`config.mk`:
```
export PLATFORM = sky130hd
export DESIGN_NAME = rvvi_tx_arbiter_flat
export DESIGN_NICKNAME = d
export VERILOG_FILES = /design/src/rtl/rvvi_tx_arbiter_if.sv /design/src/rtl/rvvi_tx_arbiter.sv /design/src/flat_wrapper.sv
export SDC_FILE = /design/constraint.sdc
export NUM_CORES = 1
export LEC_CHECK = 0
export ABC_AREA = 1
export CORE_ASPECT_RATIO = 1.5
export CORE_MARGIN = 8
export CORE_UTILIZATION = 35
export CTS_CLUSTER_SIZE = 12
export DETAILED_ROUTE_END_ITERATION = 12
export PLACE_DENSITY = 0.82
export SLEW_MARGIN = 20
export SYNTH_ARGS = -nofsm -noshare
export SYNTH_HDL_FRONTEND = slang
export SYNTH_SLANG_ARGS = --single-unit
export TNS_END_PERCENT = 100
```
`constraint.sdc`:
```
create_clock -name clk -period 2.4 [get_ports clk]
set_input_delay 0.6 -clock clk [delete_from_list [all_inputs] [get_ports clk]]
set_output_delay 0.6 -clock clk [all_outputs]
set_load 0.02 [all_outputs]
```
`src/rtl/rvvi_tx_arbiter_if.sv`:
```
// rtl/rvvi_tx_arbiter_if.sv - framed 32-bit write-word channel (source side and MAC side)
interface rvvi_tx_arbiter_if #(
    parameter int DATA_WIDTH = 32,
    parameter int STRB_WIDTH = DATA_WIDTH / 8
);
    logic [DATA_WIDTH-1:0] Wdata;
    logic [STRB_WIDTH-1:0] Wstrb;
    logic                  Wlast;
    logic                  Wvalid;
    logic                  Wready;

    modport master (output Wdata, output Wstrb, output Wlast, output Wvalid, input Wready);
    modport slave  (input Wdata, input Wstrb, input Wlast, input Wvalid, output Wready);
endinterface

```
`src/rtl/rvvi_tx_arbiter.sv`:
```
// rtl/rvvi_tx_arbiter.sv - frame-atomic two-source arbiter onto the MAC write-data channel
// Optional inter-frame gap state and counter are compiled in with RVVI_ARB_GAP_EN.
module rvvi_tx_arbiter #(
    parameter int DATA_WIDTH = 32,
    parameter int STRB_WIDTH = 4,
    parameter int CNT_WIDTH  = 16
) (
    input  logic                  clk,
    input  logic                  reset_n,
    rvvi_tx_arbiter_if.slave      s0,
    rvvi_tx_arbiter_if.slave      s1,
    rvvi_tx_arbiter_if.master     mw,
    input  logic                  HiPri,
    input  logic [31:0]           InterFrameGap,
    output logic [1:0]            Grant,
    output logic                  Busy,
    output logic [CNT_WIDTH-1:0]  FrameCount0,
    output logic [CNT_WIDTH-1:0]  FrameCount1
);
    localparam logic [CNT_WIDTH-1:0] CNT_ONE = 1;

`ifdef RVVI_ARB_GAP_EN
    typedef enum logic [1:0] {IDLE, GRANT0, GRANT1, GAP} state_t;
`else
    typedef enum logic [1:0] {IDLE, GRANT0, GRANT1} state_t;
`endif

    state_t state;
    state_t nextState;
    state_t postFrame;
    logic   lastGrant;
    logic   frameEnd;

    assign frameEnd = mw.Wvalid & mw.Wready & mw.Wlast;

`ifdef RVVI_ARB_GAP_EN
    logic [31:0] gapCount;
    logic        gapDone;

    // Inclusive compare so a gap lowered below the running count ends at once.
    assign gapDone   = ({1'b0, gapCount} + 33'd1) >= {1'b0, InterFrameGap};
    assign postFrame = (InterFrameGap != 32'd0) ? GAP : IDLE;

    always_ff @(posedge clk or negedge reset_n) begin
        if (!reset_n) begin
            gapCount <= 32'd0;
        end else if (state == GAP) begin
            gapCount <= gapCount + 32'd1;
        end else begin
            gapCount <= 32'd0;
        end
    end
`else
    logic unusedIfg;

    assign unusedIfg = ^InterFrameGap;
    assign postFrame = IDLE;
`endif

    always_ff @(posedge clk or negedge reset_n) begin
        if (!reset_n) begin
            state <= IDLE;
        end else begin
            state <= nextState;
        end
    end

    // lastGrant=1 means source 1 won last, so source 0 takes the next tie.
    always_comb begin
        nextState = state;
        case (state)
            IDLE: begin
                if (s1.Wvalid && (HiPri || !s0.Wvalid || !lastGrant)) begin
                    nextState = GRANT1;
                end else if (s0.Wvalid) begin
                    nextState = GRANT0;
                end
            end
            GRANT0, GRANT1: begin
                if (frameEnd) begin
                    nextState = postFrame;
                end
            end
`ifdef RVVI_ARB_GAP_EN
            GAP: begin
                if (gapDone) begin
                    nextState = IDLE;
                end
            end
`endif
            default: nextState = IDLE;
        endcase
    end

    always_comb begin
        mw.Wdata  = {DATA_WIDTH{1'b0}};
        mw.Wstrb  = {STRB_WIDTH{1'b0}};
        mw.Wlast  = 1'b0;
        mw.Wvalid = 1'b0;
        s0.Wready = 1'b0;
        s1.Wready = 1'b0;
        Grant     = 2'b00;
        Busy      = (state != IDLE);
        case (state)
            GRANT0: begin
                mw.Wdata  = s0.Wdata;
                mw.Wstrb  = s0.Wstrb;
                mw.Wlast  = s0.Wlast;
                mw.Wvalid = s0.Wvalid;
                s0.Wready = mw.Wready;
                Grant     = 2'b01;
            end
            GRANT1: begin
                mw.Wdata  = s1.Wdata;
                mw.Wstrb  = s1.Wstrb;
                mw.Wlast  = s1.Wlast;
                mw.Wvalid = s1.Wvalid;
                s1.Wready = mw.Wready;
                Grant     = 2'b10;
            end
            default: ;
        endcase
    end

    always_ff @(posedge clk or negedge reset_n) begin
        if (!reset_n) begin
            lastGrant   <= 1'b1;
            FrameCount0 <= {CNT_WIDTH{1'b0}};
            FrameCount1 <= {CNT_WIDTH{1'b0}};
        end else begin
            if (state == IDLE && nextState == GRANT0) begin
                lastGrant <= 1'b0;
            end else if (state == IDLE && nextState == GRANT1) begin
                lastGrant <= 1'b1;
            end
            if (state == GRANT0 && frameEnd) begin
                FrameCount0 <= FrameCount0 + CNT_ONE;
            end
            if (state == GRANT1 && frameEnd) begin
                FrameCount1 <= FrameCount1 + CNT_ONE;
            end
        end
    end
endmodule

```
`src/flat_wrapper.sv`:
```
// flat-port wrapper written by rule: the top's interface ports become plain ports
module rvvi_tx_arbiter_flat 
#(
    parameter int DATA_WIDTH = 32,
    parameter int STRB_WIDTH = 4,
    parameter int CNT_WIDTH  = 16
)
  (clk, reset_n, HiPri, InterFrameGap, Grant, Busy, FrameCount0, FrameCount1, s0_Wdata, s0_Wstrb, s0_Wlast, s0_Wvalid, s0_Wready, s1_Wdata, s1_Wstrb, s1_Wlast, s1_Wvalid, s1_Wready, mw_Wdata, mw_Wstrb, mw_Wlast, mw_Wvalid, mw_Wready);
  rvvi_tx_arbiter_if #(.DATA_WIDTH(DATA_WIDTH), .STRB_WIDTH(STRB_WIDTH)) s0_i ();
  rvvi_tx_arbiter_if #(.DATA_WIDTH(DATA_WIDTH), .STRB_WIDTH(STRB_WIDTH)) s1_i ();
  rvvi_tx_arbiter_if #(.DATA_WIDTH(DATA_WIDTH), .STRB_WIDTH(STRB_WIDTH)) mw_i ();
  input  logic clk;
  input  logic reset_n;
  input  logic HiPri;
  input  logic [31:0] InterFrameGap;
  output logic [1:0] Grant;
  output logic Busy;
  output logic [CNT_WIDTH-1:0] FrameCount0;
  output logic [CNT_WIDTH-1:0] FrameCount1;
  input wire logic [$bits(s0_i.Wdata)-1:0] s0_Wdata;
  input wire logic [$bits(s0_i.Wstrb)-1:0] s0_Wstrb;
  input wire logic [$bits(s0_i.Wlast)-1:0] s0_Wlast;
  input wire logic [$bits(s0_i.Wvalid)-1:0] s0_Wvalid;
  output wire logic [$bits(s0_i.Wready)-1:0] s0_Wready;
  input wire logic [$bits(s1_i.Wdata)-1:0] s1_Wdata;
  input wire logic [$bits(s1_i.Wstrb)-1:0] s1_Wstrb;
  input wire logic [$bits(s1_i.Wlast)-1:0] s1_Wlast;
  input wire logic [$bits(s1_i.Wvalid)-1:0] s1_Wvalid;
  output wire logic [$bits(s1_i.Wready)-1:0] s1_Wready;
  output wire logic [$bits(mw_i.Wdata)-1:0] mw_Wdata;
  output wire logic [$bits(mw_i.Wstrb)-1:0] mw_Wstrb;
  output wire logic [$bits(mw_i.Wlast)-1:0] mw_Wlast;
  output wire logic [$bits(mw_i.Wvalid)-1:0] mw_Wvalid;
  input wire logic [$bits(mw_i.Wready)-1:0] mw_Wready;
  assign s0_i.Wdata = s0_Wdata;
  assign s0_i.Wstrb = s0_Wstrb;
  assign s0_i.Wlast = s0_Wlast;
  assign s0_i.Wvalid = s0_Wvalid;
  assign s0_Wready = s0_i.Wready;
  assign s1_i.Wdata = s1_Wdata;
  assign s1_i.Wstrb = s1_Wstrb;
  assign s1_i.Wlast = s1_Wlast;
  assign s1_i.Wvalid = s1_Wvalid;
  assign s1_Wready = s1_i.Wready;
  assign mw_Wdata = mw_i.Wdata;
  assign mw_Wstrb = mw_i.Wstrb;
  assign mw_Wlast = mw_i.Wlast;
  assign mw_Wvalid = mw_i.Wvalid;
  assign mw_i.Wready = mw_Wready;
  rvvi_tx_arbiter #(.DATA_WIDTH(DATA_WIDTH), .STRB_WIDTH(STRB_WIDTH), .CNT_WIDTH(CNT_WIDTH)) u_core (.clk(clk), .reset_n(reset_n), .s0(s0_i), .s1(s1_i), .mw(mw_i), .HiPri(HiPri), .InterFrameGap(InterFrameGap), .Grant(Grant), .Busy(Busy), .FrameCount0(FrameCount0), .FrameCount1(FrameCount1));
endmodule
```
Yosys cells after proc, flatten, opt, wreduce, memory -nomap -nowiden
Index checks and enable logic that the tools add are counted.
W data, S select, Z words.

storage, ports and cells
  flip-flop bits (word level) = 35
  output and inout bits = 75
  word-level logic and storage cells = 38

operators by class
  reductions and logical operators = 13
  add/sub/neg operators = 2
  equality and inequality tests = 4
  bitwise gates (word level) = 2
  multiplexer cells = 13

operators by type and width
  cell                     count
  $pmux W32 S2             1
  $add A16 B1 Y16 const B  2
  $pmux W2 S2              2
  $pmux W4 S2              1
  $mux W2                  3
  $logic_and A1 B1 Y1      5
  $eq A2 B1 Y1 const B     2
  $eq A2 B2 Y1 const B     2
  $mux W1                  4
  $pmux W1 S2              2
  $reduce_bool A2 Y1       2
  $and A1 B1 Y1            2
  $logic_not A1 Y1         2
  $logic_not A2 Y1         1
  $logic_or A1 B1 Y1       2
  $reduce_or A2 Y1         1

Logic depth before layout (Yosys ltp)
Gate-level depths: netlist of the first run.

  depth in word-level cells = 10
  gate-level depth with buffers = 11
  mapped depth without buffers = 11

Worst setup path before layout of the first run
Ideal clock, no wire load.

  path kind = register to output
  start point = register u_core.state[0]
  end point = output mw_Wdata[0]
  arrival = 1.719 ns
  setup slack = 0.081 ns
  cell stages (with the launch flop) = 7
  required time = 1.800 ns
  path through = dfrtp_1 inv_1 ha_1 clkbuf_1 clkbuf_1 nand2_1 a21oi_1

on the way
  cells in the longest elaborated chain, start to end = 2

ends and longest elaborated chain
  element                                              RTL line                source
  start, declared                                      rvvi_tx_arbiter.sv:28   state_t state;
  start signal, assigned                               rvvi_tx_arbiter.sv:64   state <= nextState;
  $eq A2 B2 Y1 / $eq A2 B1 Y1 (equally long branches)  rvvi_tx_arbiter.sv:104  case (state)
  $pmux W32 S2 (*)                                     rvvi_tx_arbiter.sv:104
  end, declared                                        flat_wrapper.sv:30      output wire logic [$bits(mw_i.Wdata)-1:0] mw_Wdata;

Every way passes the cells marked *; elsewhere a longest branch is shown, timed or not.

Worst setup path after layout of the first run
  start point = register u_core.state[1]
  end point = output mw_Wdata[8]

The elaborated chain is that of the path after synthesis.

==> results.cfg, run 1 <==
[drt]
first_pass_iters = 4
vias_per_cell = 4.74
vias = 3120
drcViolationCount = 0
ant_nets = 0
wirelength_mm = 9.55
wl_per_cell_um = 14.5
drt_iter0_markers = 153

[critical_path]
r2r-start = u_core.state[1]
path_max_fanout = 25
regToRegEndpoint = u_core.FrameCount0[9]
cpMaxStageDelayCell = dfrtp_1
path_cells = inv_1, ha_1, inv_1, buf_12, a21oi_1, buf_2
required_ns = 1.80
cp-end-kind = output pin
worst-path-buf-inv = 4
start_kind = flop
cp_top_family = buffers and inverters
critPathMaxStageDelay_ns = 0.39
crit_type = flop to output pin
arrival_ns = 1.74
worstRegToRegCells = 12
worst_path_most_repeated_cell = inv_1
reg2reg_slack_ns = 0.23

[timing]
tightestPinTransition_ns = 0.592
slew_headroom = 0.603
layout_setup_ws_ns = 0.0556
final_max_slew_viol_count = 0
setup_violations = 0
finalHoldViolCount = 0
rsz0062_at_grt = false
setup_tns_ns = 0
period_needed_ns = 2.34
hold_slack_ns = 0.481
post-route-period-util = 0.977
finClkSkew_ns = 0.00696
fmax_ghz = 0.427

[floorplan]
die_h_um = 121
ioPinCount = 187
std_cell_rows = 38
dieArea_um2 = 10400
die_w_um = 86.1
initial_core_util = 0.360
placeableCoreArea_um2 = 7180

[placement]
gp_congestion = 0.868
dp_hpwl_mm = 7.80
io_buffers = 154
dp_slack_ns = -0.197

[cts]
cts_sinks = 35
cts-root-buf = clkbuf_8
clk_pin_slew_worst_paths_ns = 0.08
insertion_delay_ns = 0.29
cts_hold_buf = 0
cts_tree = built
clock_path_buffers = 2
htree_levels = 2
cts_made_buffers = 5

[min_path]
holdPathStages = 2
hp-class = flop to flop
holdPathEnd = u_core.lastGrant
min-delay-start = u_core.lastGrant

[layout]
fin_util = 0.600
fillerInstances = 678
syn_to_final_growth_pct = 66.9
final_cell_mix = nand2_1 (154), clkdlybuf4s50_1 (114), inv_1 (42), a21oi_1 (38), buf_2 (36)
drive_above_1_share = 0.140
seqCellArea_um2 = 877
final_common_cell = nand2_1
nets = 677
multi_input_area_um2 = 1490
num_antenna_cells = 0

[global_routing]
grt_pass1_wl_mm = 15.4
use_met3 = 0.0807
antenna_found_initial = 0
use_met2 = 0.319
grt_max_degree = 36
busiest_layer = met2
grtUsageTotal = 0.183
grt_util_met1 = 0.190
grt_pass1_vias = 3296
grt-ovfl-total = 0

[synthesis]
synth_seq_cells = 35
synthCells = 390
avgSynthCellArea_um2 = 6.62
syn_nets = 510
synth-seq-area-share = 0.340
syn_area_um2 = 2580
yosys_warnings = 0
yosysUniqueCellTypes = 25

[power_and_ir_drop]
power.leakage_nw = 2.03
p_total_mw = 3.90
power.density_nw_per_um2 = 905
ir_drop_mv = 0.758

[status]
status = complete, no violations

[job]
cap_violations = 0
-- per-stage QoR --
step | cell area, um^2 | instances
after floorplan | 2580 | 390
after global placement | 4360 | 649
after detailed placement | 4360 | 649
after CTS | 4450 | 657
after global routing | 4310 | 658
final | 4310 | 658
-- state kept, by name, summed over array words and instances (netlist names) --
name / count
u_core.state: 2
u_core.FrameCount0: 16
u_core.FrameCount1: 16
u_core.lastGrant: 1
-- per-layer routing --
metal | vias to the layer above | share of wire
li1 | 1552 | -
met1 | 1411 | 0.38
met2 | 142 | 0.49
met3 | 15 | 0.11
met4 | 0 | 0.019
met5 | - | 0
-- worst register-to-register path, delay by kind of cell (launching register included) --
kind                       cells  cell delay, ns
buffers and inverters          3            0.44
adders and majority gates      1            0.24
AOI/OAI and AO/OA              1            0.18
DFF                            1            0.41
and+or+nand+nor                7            0.84
-- final cells by class --
cell class                 instances  share of cell area
timing repair buffer             174               0.358
multi-input combinational        298               0.345
sequential                        35               0.204
inverter                          43              0.0375
tap                              100              0.0290
clock buffer                       6              0.0192
clock inverter                     2             0.00813
-- worst max-delay path by stage --
stage                  end  cells after the start            start
4_1_cts        mw_Wdata[9]                      6  u_core.state[1]
6_report       mw_Wdata[8]                      6  u_core.state[1]
3_3_place_gp      mw_Wlast                      4         s1_Wlast
5_1_grt        mw_Wdata[8]                      6  u_core.state[1]
3_5_place_dp     mw_Wvalid                      4        s0_Wvalid
2_1_floorplan  mw_Wdata[0]                      6  u_core.state[0]
-- cell usage after synthesis (all sizes together) --
| library cell | instances | area [um^2] |
|---|---|---|
| nand3 | 18 | 100 |
| nor3 | 13 | 65.1 |
| nand4 | 4 | 25.0 |
| ha | 8 | 100 |
| clkbuf | 5 | 18.8 |
| dfrtp | 34 | 851 |
| xor2 | 17 | 149 |
| dfstp | 1 | 26.3 |
| a21oi | 40 | 215 |
| a21boi | 1 | 7.51 |
| buf | 9 | 43.8 |
| nor2 | 19 | 87.6 |
| o21ai | 14 | 70.1 |
| inv | 43 | 161 |
| nand2 | 156 | 591 |
| xnor2 | 8 | 70.1 |
-- where the power goes --
group          switching, mW  internal, mW
clock network          0.224         0.336
registers              0.100         0.707
logic                   1.52          1.01
total                   1.84          2.06
-- cell families after synthesis --
kind of cell               count (synthesis)  synth area share
and+or+nand+nor                          210             0.336
AOI/OAI and AO/OA                         55             0.113
DFF                                       35             0.340
buffers and inverters                     57            0.0868
xor gates and xnor gates                  25            0.0848
adders and majority gates                  8            0.0388
-- what timing repair did --
| item | in CTS | in global routing |
|---|---|---|
| setup endpoints to repair | 38 | 31 |
| buffers inserted | 0 | 1 |
| resized for setup | 128 | 26 |
(Power assumes the default switching activity.)
==> inputs of run 2 (changes only) <==
--- a/config.mk
+++ b/config.mk
@@ -11,6 +11,7 @@
 export CORE_UTILIZATION = 35
 export CTS_CLUSTER_SIZE = 12
 export DETAILED_ROUTE_END_ITERATION = 12
+export GPL_TIMING_DRIVEN = 0
 export PLACE_DENSITY = 0.82
 export SLEW_MARGIN = 20
 export SYNTH_ARGS = -nofsm -noshare
==> constraint.sdc (replaced) <==
create_clock -name clk -period 2.4 [get_ports clk]
set_input_delay 0.6 -clock clk [delete_from_list [all_inputs] [get_ports clk]]
set_output_delay 0.6 -clock clk [all_outputs]
set_load 0.005 [all_outputs]
==> results.cfg, run 2 (synthesis gave the netlist of run 1 again) <==
[min_path]
hp-class = primary input to async pin

[power_and_ir_drop]
seqPwrFrac = 0.212
power.leakage_nw = 2.06
p_comb_frac = 0.624
p_sw_mw = 1.54
ir_drop_mv = 0.696
p_int_mw = 2.31
swShare = 0.400
power.density_nw_per_um2 = 871
p_clk_frac = 0.164
p_total_mw = 3.85

[drt]
vias_per_cell = 4.77
wl_per_cell_um = 14.8
drt_iter0_markers = 124
vias = 3150
first_pass_iters = 4
ant_nets = 0
wirelength_mm = 9.79
drcViolationCount = 0

[floorplan]
placeableCoreArea_um2 = 7180
dieArea_um2 = 10400
initial_core_util = 0.360
std_cell_rows = 38
die_h_um = 121
die_w_um = 86.1
ioPinCount = 187

[global_routing]
grt_pass1_wl_mm = 15.6
antenna_found_initial = 0
use_met3 = 0.0739
use_met2 = 0.319
busiest_layer = met2
grt-ovfl-total = 0
grtUsageTotal = 0.185
grt_util_met1 = 0.194
grt_max_degree = 28
grt_pass1_vias = 3305

[timing]
tightestPinTransition_ns = 0.456
period_needed_ns = 2.37
slew_headroom = 0.694
post-route-period-util = 0.989
finClkSkew_ns = 0.00713
rsz0062_at_grt = true
setup_tns_ns = 0
finalHoldViolCount = 0
final_max_slew_viol_count = 0
fmax_ghz = 0.421
setup_violations = 0
hold_slack_ns = 0.160

[cts]
cts_sinks = 35
insertion_delay_ns = 0.28
cts_made_buffers = 5
cts_hold_buf = 0
htree_levels = 2
clk_pin_slew_worst_paths_ns = 0.08
cts-root-buf = clkbuf_8
cts_tree = built
clock_path_buffers = 2

[critical_path]
regToRegEndpoint = u_core.FrameCount1[11]
path_max_fanout = 10
cpMaxStageDelayCell = dfrtp_1
arrival_ns = 1.77
path_cells = buf_4, ha_4, clkbuf_8, clkbuf_8, nand2_1, inv_1, dlygate4sd2_1
critPathMaxStageDelay_ns = 0.44
crit_type = flop to output pin
crit_path_end = s1_Wready
r2r-start = u_core.state[1]
critPathLaunch = u_core.state[1]
cp-end-kind = output pin
worstRegToRegCells = 8
reg2reg_slack_ns = 0.43
worst_path_most_repeated_cell = clkbuf_8
required_ns = 1.80
start_kind = flop

[placement]
dp_hpwl_mm = 7.86
io_buffers = 154
placed_area_um2 = 4260
gp_congestion = 0.839

[layout]
drive_above_1_share = 0.159
final_cell_mix = nand2_1 (154), clkdlybuf4s50_1 (113), inv_1 (39), a21oi_1 (33), dfrtp_1 (33)
fillerInstances = 643
syn_to_final_growth_pct = 71.4
nets = 680
final_common_cell = nand2_1
num_antenna_cells = 0
largestRegisters = u_core.FrameCount0 x16, u_core.FrameCount1 x16, u_core.state x2
fin_area_um2 = 4420

[status]
status = complete, no violations

[job]
cap_violations = 0
==> run 2: cell type report <==
cell class	instances	area, um^2	share of cell area
buffer	13	141	0.0320
clock buffer	6	72.6	0.0164
clock inverter	2	60.1	0.0136
inverter	43	161	0.0365
multi-input combinational	298	1540	0.347
sequential	35	878	0.199
tap	100	125	0.0283
timing repair buffer	164	1450	0.327
==> run 2: critical path, delay by kind of cell (launching register included) <==
family | cells | cell delay, ns
and+or+nand+nor | 1 | 0.07
buffers and inverters | 5 | 0.81
DFF | 1 | 0.44
adders and majority gates | 1 | 0.17
==> run 2: repair_timing <==
action,CTS,global route
cloned,1,0
setup buffers,7,1
setup endpoints to repair,40,18
resized for setup,169,22
==> run 2: through the flow <==
| step | util | worst slack (ns) | std cells |
|---|---|---|---|
| after global placement | 0.592 | -0.572 | 644 |
| after detailed placement | 0.594 | -0.634 | 645 |
| after CTS | 0.622 | 0.00383 | 661 |
| after floorplan | - | 0.238 | 390 |
| final | 0.616 | 0.0270 | 661 |
| after global routing | 0.616 | -0.0223 | 661 |
==> run 2: worst min-delay path by stage <==
| stage | start | to | slack [ns] | cells after the start |
|---|---|---|---|---|
| after floorplan | reset_n | u_core.FrameCount0[0] | 0.30 | 0 |
| after global placement | u_core.lastGrant | u_core.lastGrant | 0.47 | 2 |
| after detailed placement | reset_n | u_core.FrameCount0[2] | 0.47 | 1 |
| after CTS | reset_n | u_core.FrameCount0[2] | 0.16 | 1 |
| after global routing | reset_n | u_core.FrameCount0[8] | 0.17 | 1 |
| final | reset_n | u_core.FrameCount0[2] | 0.16 | 1 |
==> run 2: power groups by stage <==
stage | Combinational, mW | Sequential (mW) | Clock, mW
5_1_grt | 2.65 | 0.828 | 0.666
2_1_floorplan | 0.995 | 0.814 | 0
6_report | 2.41 | 0.817 | 0.632
4_1_cts | 2.42 | 0.815 | 0.642
3_3_place_gp | 2.12 | 0.827 | 0
3_5_place_dp | 2.15 | 0.833 | 0
==> run 2: per-layer routing <==
layer,vias to the layer above,routed length [um],part of all wire
met4,0,151,0.015
met1,1425,3870,0.39
li1,1562,-,-
met3,10,959,0.098
met2,153,4820,0.49
met5,-,0,0
==> inputs of run 3 (changes only) <==
--- a/config.mk
+++ b/config.mk
@@ -13,7 +13,7 @@
 export DETAILED_ROUTE_END_ITERATION = 12
 export GPL_TIMING_DRIVEN = 0
 export PLACE_DENSITY = 0.82
-export SLEW_MARGIN = 20
+export SLEW_MARGIN = 10
 export SYNTH_ARGS = -nofsm -noshare
 export SYNTH_HDL_FRONTEND = slang
 export SYNTH_SLANG_ARGS = --single-unit
==> results.cfg, run 3 (synthesis gave the netlist of run 1 again) <==
[drt]
wirelength_mm = 9.79
drcViolationCount = 0
ant_nets = 0
vias_per_cell = 4.77
wl_per_cell_um = 14.8
first_pass_iters = 4
drt_iter0_markers = 122
vias = 3143

[critical_path]
cpMaxStageDelayCell = dfrtp_1
required_ns = 1.80
worst_path_most_repeated_cell = inv_2
crit_type = flop to output pin
path_max_fanout = 10
r2r-start = u_core.state[1]
cp_top_family = buffers and inverters
arrival_ns = 1.77
critPathLaunch = u_core.state[1]
worst-path-buf-inv = 5
critPathMaxStageDelay_ns = 0.42
path_cells = inv_2, ha_4, inv_2, buf_8, buf_6, a21oi_1, clkdlybuf4s15_1
cp-end-kind = output pin
start_kind = flop

[min_path]
hp-class = primary input to async pin

[timing]
finalHoldViolCount = 0
post-route-period-util = 0.986
slew_headroom = 0.480
fmax_ghz = 0.423
finClkSkew_ns = 0.00553
setup_violations = 0
rsz0062_at_grt = true
setup_tns_ns = 0
period_needed_ns = 2.37
tightestPinTransition_ns = 0.780
final_max_slew_viol_count = 0

[cts]
cts-root-buf = clkbuf_8
clk_pin_slew_worst_paths_ns = 0.07
insertion_delay_ns = 0.29
clock_path_buffers = 2
htree_levels = 2
cts_made_buffers = 5
cts_tree = built
cts_sinks = 35

[status]
status = complete, no violations

[power_and_ir_drop]
power.leakage_nw = 2.03
power.density_nw_per_um2 = 833
p_total_mw = 3.65
ir_drop_mv = 0.680

[floorplan]
placeableCoreArea_um2 = 7180
dieArea_um2 = 10400
die_h_um = 121
initial_core_util = 0.360
ioPinCount = 187
die_w_um = 86.1
std_cell_rows = 38

[layout]
multi_input_area_um2 = 1540
num_antenna_cells = 0
syn_to_final_growth_pct = 69.9
final_common_cell = nand2_1
fillerInstances = 645
final_cell_mix = nand2_1 (154), clkdlybuf4s50_1 (113), inv_1 (39), dfrtp_1 (33), a21oi_1 (32)
drive_above_1_share = 0.157
largestRegisters = u_core.FrameCount0 x16, u_core.FrameCount1 x16, u_core.state x2
seqCellArea_um2 = 878
nets = 678
fin_cells = 659

[global_routing]
grtUsageTotal = 0.186
grt_pass1_vias = 3252
grt-ovfl-total = 0
grt_max_degree = 36
antenna_found_initial = 0
grt_pass1_wl_mm = 15.6

[placement]
gp_congestion = 0.839
dp_hpwl_mm = 7.77
io_buffers = 154
place_inst = 644

[job]
cap_violations = 0
## run 3: power breakdown
group / leakage [nW] / internal (mW) / switching (mW) / total [mW]
Combinational: 1.58 / 1.19 / 1.23 / 2.42
Sequential: 0.408 / 0.709 / 0.112 / 0.821
Clock: 0.0477 / 0.198 / 0.216 / 0.415
## run 3: path summary, 6_finish.rpt
kind | to | cells past startpoint | slack [ns]
setup / recovery | mw_Wstrb[0] | 7 | 0.03
hold reg to reg | u_core.lastGrant | 2 | 0.51
min in group clk | u_core.lastGrant | 2 | 0.51
setup reg to reg | u_core.FrameCount1[11] | 8 | 0.53
max in group asynchronous | u_core.state[0] | 1 | 1.48
hold / removal | u_core.FrameCount0[0] | 1 | 0.38
## run 3: through the flow
| stage | cell area, um^2 | setup WS, ns | utilization | hold WS [ns] |
|---|---|---|---|---|
| after global routing | 4390 | -0.0508 | 0.611 | 0.436 |
| final | 4390 | 0.0346 | 0.611 | 0.378 |
| after global placement | 4250 | -0.572 | 0.592 | 0.471 |
| after detailed placement | 4240 | -0.640 | 0.591 | 0.475 |
| after floorplan | 2580 | 0.238 | - | 0.304 |
| after CTS | 4480 | -0.00844 | 0.624 | 0.402 |
## run 3: timing repair
item,4_1_cts,5_1_grt
setup endpoints to repair,40,33
setup buffers,6,1
resized for setup,140,49
hold buffers,0,0
## run 3: area by class of cell
cell class	count	area share
timing repair buffer	161	0.323
clock inverter	3	0.00342
clock buffer	5	0.0157
inverter	43	0.0374
multi-input combinational	298	0.351
buffer	14	0.0405
sequential	35	0.200
tap	100	0.0285
## run 3: routing by layer
layer,up-vias,share of wire,global-route usage
met1,1426,0.37,0.188
met3,14,0.12,0.0929
met2,146,0.49,0.317
li1,1557,-,-
met4,0,0.020,0.0727
met5,-,0,0
